$ cat src/rtl/pcileech_com_pkg.sv
// pcileech_com_pkg: shared widths and packet type for the COM TX path
package pcileech_com_pkg;
    localparam int COM_TX_PKT_BITS  = 256;
    localparam int COM_TX_WORD_BITS = 32;
    localparam int COM_TX_WORDS     = 8;
    typedef logic [COM_TX_PKT_BITS-1:0] com_tx_pkt_t;
endpackage

$ cat src/rtl/pcileech_led_stretch.sv
// pcileech_led_stretch: keeps an activity LED lit for a while after the last pulse
module pcileech_led_stretch #(
    parameter int HOLD_W = 20
) (
    input  logic clk,
    input  logic rst,
    input  logic pulse_i,
    input  logic active_i,
    output logic led_o
);
    logic [HOLD_W-1:0] hold_q, hold_d;
    // reload to all ones on a pulse, otherwise count down and park at zero
    always_comb hold_d = pulse_i ? '1 : (hold_q != '0 ? hold_q - HOLD_W'(1) : hold_q);
    // hold counter register
    always_ff @(posedge clk) begin
        if (rst) hold_q <= '0;
        else     hold_q <= hold_d;
    end
    assign led_o = active_i || (hold_q != '0);
endmodule

$ cat src/rtl/pcileech_com_tx_serializer.sv
// pcileech_com_tx_serializer: 256-bit packets into a ping-pong buffer, out as 32-bit words LSB first
module pcileech_com_tx_serializer
    import pcileech_com_pkg::*;
#(
    parameter int PARAM_LED_HOLD_LOG2 = 20
) (
    input  logic                        clk,
    input  logic                        rst,
    input  logic [COM_TX_PKT_BITS-1:0]  din,
    input  logic                        din_wr_en,
    output logic                        din_ready,
    output logic [COM_TX_WORD_BITS-1:0] dout,
    output logic                        dout_valid,
    input  logic                        dout_ready,
    output logic                        overflow,
    output logic [31:0]                 tx_words,
    output logic                        led_tx
);
    com_tx_pkt_t slot_q [2];
    logic        wr_sel_q, wr_sel_d, rd_sel_q, rd_sel_d;
    logic [1:0]  count_q, count_d;
    logic [2:0]  widx_q, widx_d;
    logic        overflow_q, overflow_d;
    logic [31:0] tx_words_q, tx_words_d;
    logic        wr, pop, last;

    assign din_ready  = count_q != 2'd2;
    assign dout_valid = count_q != 2'd0;
    assign wr         = din_wr_en && din_ready;
    assign pop        = dout_valid && dout_ready;
    assign last       = pop && (widx_q == 3'(COM_TX_WORDS - 1));
    assign dout       = dout_valid ? slot_q[rd_sel_q][{widx_q, 5'd0} +: COM_TX_WORD_BITS] : '0;
    assign overflow   = overflow_q;
    assign tx_words   = tx_words_q;

    // next state: a write and a final-word pop in one cycle cancel in count
    always_comb begin
        wr_sel_d   = wr_sel_q ^ wr;
        rd_sel_d   = rd_sel_q ^ last;
        widx_d     = pop ? widx_q + 3'd1 : widx_q;
        count_d    = count_q + {1'b0, wr} - {1'b0, last};
        overflow_d = overflow_q | (din_wr_en & ~din_ready);
        tx_words_d = tx_words_q + {31'd0, pop};
    end

    // control registers; reset discards any buffered packet
    always_ff @(posedge clk) begin
        if (rst) begin
            wr_sel_q   <= 1'b0;
            rd_sel_q   <= 1'b0;
            count_q    <= 2'd0;
            widx_q     <= 3'd0;
            overflow_q <= 1'b0;
            tx_words_q <= '0;
        end else begin
            wr_sel_q   <= wr_sel_d;
            rd_sel_q   <= rd_sel_d;
            count_q    <= count_d;
            widx_q     <= widx_d;
            overflow_q <= overflow_d;
            tx_words_q <= tx_words_d;
        end
    end

    // slot storage is data only and is never reset
    always_ff @(posedge clk) begin
        if (wr && !rst) slot_q[wr_sel_q] <= din;
    end

    pcileech_led_stretch #(.HOLD_W(PARAM_LED_HOLD_LOG2)) u_led (
        .clk      (clk),
        .rst      (rst),
        .pulse_i  (pop && !rst),
        .active_i (dout_valid),
        .led_o    (led_tx)
    );
endmodule

$ cat config.mk
export PLATFORM = sky130hd
export DESIGN_NAME = pcileech_com_tx_serializer
export DESIGN_NICKNAME = d
export VERILOG_FILES = /design/src/rtl/pcileech_com_pkg.sv /design/src/rtl/pcileech_led_stretch.sv /design/src/rtl/pcileech_com_tx_serializer.sv
export SDC_FILE = /design/constraint.sdc
export NUM_CORES = 1
export LEC_CHECK = 0
export ABC_CLOCK_PERIOD_IN_PS = 36400
export CORE_MARGIN = 3
export CORE_UTILIZATION = 54
export DETAILED_ROUTE_END_ITERATION = 12
export MAX_ROUTING_LAYER = met4
export PLACE_DENSITY = 0.79
export SKIP_LAST_GASP = 1
export SLEW_MARGIN = 40
export SYNTH_ARGS = -nofsm -noshare
export SYNTH_HDL_FRONTEND = slang
export SYNTH_SLANG_ARGS = --single-unit
$ cat constraint.sdc
create_clock -name clk -period 36.4 [get_ports clk]
set_input_delay 7.28 -clock clk [delete_from_list [all_inputs] [get_ports clk]]
set_output_delay 7.28 -clock clk [all_outputs]
set_load 0.005 [all_outputs]
==> results.sh, run 1 <==
export IMPL_p_leak_nw=8.89
export IMPL_track_usage_pct=22.6
export IMPL_yosys_warnings=0
export IMPL_insertion_delay_ps=590
export IMPL_cts_buffers=55
export IMPL_drive_above_1_share_pct=18.6
export IMPL_antenna_found_initial=12
export IMPL_ctsResizeCount=0
export IMPL_combinationalPowerShare_pct=10.3
export IMPL_ant_nets=0
export IMPL_path_clk_slew_ps=60
export IMPL_synthCells=1058
export IMPL_syn_mean_instance_area_um2=20.9
export IMPL_fin_crit_ps=11390
export IMPL_io_pins=328
export IMPL_powerDensity_nw_per_um2=53.2
export IMPL_grt_pass1_wl_mm=72.4
export IMPL_path_max_fanout=47
export IMPL_synth_seq_cells=572
export IMPL_hpwl_mm=30.6
export IMPL_cap_violations=0
export IMPL_swShare_pct=21.2
export IMPL_drtPass1Iterations=5
export IMPL_clock_sinks=572
export IMPL_critical_path_class="register to output pin"
export IMPL_post_cts_buffers=0
export IMPL_fillers=2498
export IMPL_start_util_pct=55.2
export IMPL_p_switching_w=0.000315
export IMPL_dieArea_um2=43400
export IMPL_syn_area_um2=22100
export IMPL_internal_power_w=0.00117
export IMPL_drv_slew=0
export IMPL_grt_start_max_net_pins=104
export IMPL_p_clk_share_pct=37.9
export IMPL_design_area_um2=27900
export IMPL_drtIter0Drc=954
export IMPL_setup_violations=0
export IMPL_finalCritPeriodShare_pct=31.3
export IMPL_placed_area_um2=26000
export IMPL_grt_pass1_vias=12200
export IMPL_required_ps=29120
export IMPL_startpoint_type="register"
export IMPL_hold_buffers=0
export IMPL_arrival_ps=4110
export IMPL_finalSetupTns_ps=0
export IMPL_wire_per_inst_um=23.8
export IMPL_hold_path_class="register to register"
export IMPL_seqPwrFrac_pct=51.9
export IMPL_wl_mm=47.4
export IMPL_rsz0062_at_grt="false"
export IMPL_finalHoldViolations=0
export IMPL_drc=0
export IMPL_synth_nets=1326
export IMPL_num_vias=11400
export IMPL_fin_nets=1674
export IMPL_gr_total_overflow=0
export IMPL_cts_max_level=2
export IMPL_portBuffers=327
export IMPL_placementRows=73
export IMPL_root_buffer="clkbuf_16"
export IMPL_viasPerCell=5.74
export IMPL_peakVddDrop_v=0.0000501
export IMPL_worst_pin_slew_ps=800
export IMPL_skew_ps=11.4
export IMPL_status="finished clean"
export IMPL_cts_buffer_depth=3
export IMPL_cts_tree="built"
export IMPL_chipWidth_um=208
export IMPL_seq_area_frac_synth_pct=74.9
export IMPL_max_freq_ghz=0.0878
export IMPL_yosysUniqueCellTypes=43
export IMPL_die_h_um=208
export IMPL_slew_limit_headroom_pct=46.6
export IMPL_area_growth_pct=26.2
export IMPL_place_gp_congestion=0.770
export IMPL_core_um2=40100
export IMPL_endpoint_kind="output pin"
## worst max-delay path: stages, from the launching register on
cell and delay, ps:
dfxtp_4 540, buf_6 570, buf_6 590, mux4_2 580, mux4_2 470, and2_1 200
clkdlybuf4s50_1 460
## layer usage
| layer | track usage, % | vias up | share of wire (%) |
|---|---|---|---|
| met2 | 36.8 | 383 | 52 |
| li1 | - | 5060 | - |
| met1 | 27.9 | 5896 | 38 |
| met3 | 6.33 | 60 | 7.2 |
| met5 | - | - | 0 |
| met4 | 6.95 | 0 | 2.0 |
## kinds of logic after synthesis
kind of cell | share of synthesized area [%]
DFF | 74.9
buffers and inverters | 1.18
adders and majority gates | 0.453
AOI/OAI and AO/OA | 1.05
muxes | 16.3
and+or+nand+nor | 4.30
xor gates and xnor gates | 1.78
## through the flow
step	hold slack, ps	power, W	setup slack, ps	util [%]	cells
after global routing	522	0.00154	24660	69.6	1986
after global placement	454	0.000929	24600	64.7	1869
after floorplan	461	0.000882	8990	-	1058
after CTS	500	0.00150	24430	69.4	1972
after detailed placement	487	0.000936	25100	64.9	1872
final	497	0.00148	25010	69.6	1986
## flip-flops by register name, indices dropped and copies added (netlist names)
register      cells
slot_q          512
tx_words         32
u_led.hold_q     20
widx_q            3
count_q           2
overflow          1
rd_sel_q          1
wr_sel_q          1
## layout make-up
cell class,instances,area (um2),area share [%]
Antenna cell,12,30.0,0.108
Inverter,7,26.3,0.0942
Clock buffer,69,1470,5.27
Multi-Input combinational cell,424,5300,19.0
Timing Repair Buffer,346,3520,12.6
Sequential cell,572,16600,59.5
Clock inverter,31,308,1.10
Tap cell,525,657,2.35
## power groups by stage
stage	registers, W	clock network (W)	logic, W
after floorplan	0.000797	0	0.0000856
after global placement	0.000784	0	0.000145
after detailed placement	0.000784	0	0.000152
after CTS	0.000770	0.000574	0.000153
after global routing	0.000772	0.000601	0.000165
final	0.000770	0.000562	0.000152
## placed cells by master (no fill, tap or decap), types with 3 or more instances in the layout
cell             synthesis  final
o31ai_1                  3      3
dfxtp_1                 60     56
nand3_1                 16     16
a31oi_1                  7      7
bufinv_16                0      7
nor2b_1                  4      4
nand2_1                 20     20
and2_1                  32     32
clkbuf_16                0     57
xor2_1                  36     36
clkdlybuf4s50_1          0    326
clkinv_1                 0     18
a21oi_1                 18     18
and3_1                   6      6
clkbuf_1                34     12
nor2_1                  40     40
nor3_1                   6      5
mux4_2                 160    160
buf_12                   0      5
nand4_1                 12     12
dfxtp_4                  0      3
nand4b_1                 4      4
edfxtp_1               512    512
buf_6                    1      7
clkinv_2                 0      6
xnor2_1                  9      9
o21ai_0                  8      8
inv_1                    7      7
buf_4                    1      6
ha_1                     8      8
and4_1                   4      4
diode_2                  0     12
or2_2                    5      5
or3_1                    5      5
## final timing paths
kind                startpoint           end  slack, ps  cells past startpoint
setup / recovery      rd_sel_q      dout[18]      25010                      6
hold / removal    tx_words[27]  tx_words[27]        500                      2
setup reg to reg    count_q[1]  tx_words[16]      32510                     11
hold reg to reg   tx_words[27]  tx_words[27]        500                      2
## synthesized netlist by cell type (all sizes together)
library cell	number	area [um2]
and2	32	200
ha	8	100
and4	4	35.0
and4bb	1	12.5
or4	3	23.8
nor4	2	12.5
a31oi	7	43.8
nor2	40	150
a21o	1	8.76
nor3	7	46.3
nor2b	4	25.0
xor2	36	315
or4b	1	10.0
nand2b	1	6.26
mux4	160	3600
and3	6	37.5
a21oi	19	98.9
clkbuf	34	128
edfxtp	512	15400
o31ai	3	22.5
dfxtp	60	1200
or3	6	42.5
o21ai	9	45.0
nand4	12	75.1
or2	5	31.3
nor3b	4	30.0
nand3b	2	15.0
nand3	16	80.1
nand2	20	75.1
inv	7	26.3
buf	21	106
o211ai	1	12.5
xnor2	9	78.8
nand4b	4	35.0
and3b	1	8.76
Power figures use the tool's default switching activity.
==> run 2: changes to the inputs <==
--- a/config.mk
+++ b/config.mk
@@ -5,7 +5,7 @@
 export SDC_FILE = /design/constraint.sdc
 export NUM_CORES = 1
 export LEC_CHECK = 0
-export ABC_CLOCK_PERIOD_IN_PS = 36400
+export ABC_CLOCK_PERIOD_IN_PS = 11800
 export CORE_MARGIN = 3
 export CORE_UTILIZATION = 54
 export DETAILED_ROUTE_END_ITERATION = 12
==> constraint.sdc (replaced) <==
create_clock -name clk -period 11.8 [get_ports clk]
set_input_delay 2.36 -clock clk [delete_from_list [all_inputs] [get_ports clk]]
set_output_delay 2.36 -clock clk [all_outputs]
set_load 0.005 [all_outputs]
==> run 2 against run 1 <==
Against the previous run: via count decreased by 0.21%; critical path depth unchanged; wire length decreased by 0.96%; flip-flop and latch count unchanged; utilization decreased by 0.32 points; non-clock buffer count unchanged; setup slack got worse by 20000 ps; clock power increased to 2.9 times the previous value; die area unchanged; cell area decreased by 0.46%; worst hold slack got worse by 11 ps; critical path type unchanged.
==> results.sh, run 2 (synthesis results as in run 1) <==
export IMPL_mostFrequentLayoutCells="edfxtp_1 (512), clkdlybuf4s50_1 (326), mux4_2 (160)"
export IMPL_drv_slew=0
export IMPL_drive_above_1_share_pct=18.7
export IMPL_ant_nets=0
export IMPL_largest_register="slot_q"
export IMPL_final_util_pct=69.3
export IMPL_place_ws_ps=5610
export IMPL_placementRows=73
export IMPL_place_gp_congestion=0.781
export IMPL_cts_buffers=56
export IMPL_core_um2=40100
export IMPL_critical_path_class="register to output pin"
export IMPL_powerDensity_nw_per_um2=162
export IMPL_cts_tree="built"
export IMPL_start_util_pct=55.2
export IMPL_fin_crit_ps=6670
export IMPL_area_growth_pct=25.6
export IMPL_io_pins=328
export IMPL_slew_limit_headroom_pct=47.3
export IMPL_ctsResizeCount=0
export IMPL_drtPass1Iterations=4
export IMPL_fin_nets=1675
export IMPL_design_area_um2=27800
export IMPL_p_leak_nw=8.82
export IMPL_gr_total_overflow=0
export IMPL_path_clk_slew_ps=60
export IMPL_mostFrequentLayoutCell="edfxtp_1"
export IMPL_wire_per_inst_um=23.6
export IMPL_hold_buffers=0
export IMPL_power_w=0.00450
export IMPL_grt_pass1_vias=12200
export IMPL_fillers=2521
export IMPL_drc=0
export IMPL_max_freq_ghz=0.150
export IMPL_num_vias=11400
export IMPL_status="finished clean"
export IMPL_fin_ws_ps=5130
export IMPL_skew_ps=20.8
export IMPL_finalHoldViolations=0
export IMPL_cts_buffer_depth=3
export IMPL_startpoint_type="register"
export IMPL_cap_violations=0
export IMPL_cts_max_level=2
export IMPL_largest_reg_flops=512
export IMPL_dieArea_um2=43400
export IMPL_track_usage_pct=22.4
export IMPL_clock_sinks=572
export IMPL_setup_violations=0
export IMPL_die_h_um=208
export IMPL_endpoint_kind="output pin"
export IMPL_arrival_ps=4310
export IMPL_grt_pass1_wl_mm=71.5
export IMPL_drtIter0Drc=963
export IMPL_chipWidth_um=208
export IMPL_required_ps=9440
export IMPL_hpwl_mm=30.3
export IMPL_viasPerCell=5.72
export IMPL_rsz0062_at_grt="false"
export IMPL_portBuffers=327
export IMPL_hold_path_class="register to register"
export IMPL_antenna_found_initial=13
export IMPL_path_max_fanout=48
export IMPL_root_buffer="clkbuf_16"
export IMPL_placed_area_um2=26000
export IMPL_post_cts_buffers=0
export IMPL_finalCritPeriodShare_pct=56.5
export IMPL_insertion_delay_ps=590
export IMPL_wl_mm=46.9
export IMPL_worst_pin_slew_ps=788
export IMPL_peakVddDrop_v=0.000214
export IMPL_grt_start_max_net_pins=101
-- run 2: changes by cell type in the layout (fill, tap and decap cells not counted), sizes merged --
cell,before,now
bufinv,7,3
clkinv,24,26
clkinvlp,0,2
buf,20,19
diode,12,13
inv,7,8
-- run 2: worst paths after layout --
path / startpoint / end / slack [ps] / cells past startpoint
worst max-delay path: rd_sel_q / dout[20] / 5130 / 6
worst min-delay path: tx_words[31] / tx_words[31] / 490 / 2
worst max register to register: count_q[1] / tx_words[22] / 8190 / 12
worst min register to register: tx_words[31] / tx_words[31] / 490 / 2
-- run 2: power breakdown --
group,switching (W),total [W],internal (W)
logic,0.000217,0.000468,0.000252
clock network,0.000708,0.00165,0.000944
registers,0.0000477,0.00237,0.00233
-- run 2: cell type report --
| type | count | area [um2] | area share [%] |
|---|---|---|---|
| Multi-Input combinational cell | 424 | 5300 | 19.1 |
| Clock buffer | 68 | 1470 | 5.28 |
| Tap cell | 525 | 657 | 2.36 |
| Antenna cell | 13 | 32.5 | 0.117 |
| Timing Repair Buffer | 346 | 3470 | 12.5 |
| Clock inverter | 32 | 226 | 0.815 |
| Sequential cell | 572 | 16600 | 59.7 |
| Inverter | 7 | 26.3 | 0.0946 |
-- run 2: critical path, stage by stage, from the launching register on --
cell and delay, ps:
dfxtp_4 670, buf_4 640, buf_6 610, mux4_2 590, mux4_2 460, and2_1 210
clkdlybuf4s50_1 460
-- run 2: layer usage --
metal	wire length, um	track usage (%)	vias to the layer above	part of all wire, %
li1	-	-	5074	-
met1	18800	29.4	5844	40
met2	23700	35.4	383	50
met3	3400	5.65	74	7.2
met4	1010	6.07	0	2.1
met5	0	-	-	0
-- run 2: through the flow --
step | instances | hold WS, ps | TNS [ps]
2_1_floorplan | 1058 | 461 | -764110
3_3_place_gp | 1872 | 465 | 0
3_5_place_dp | 1874 | 478 | 0
4_1_cts | 1974 | 489 | 0
5_1_grt | 1987 | 528 | 0
6_report | 1987 | 486 | 0
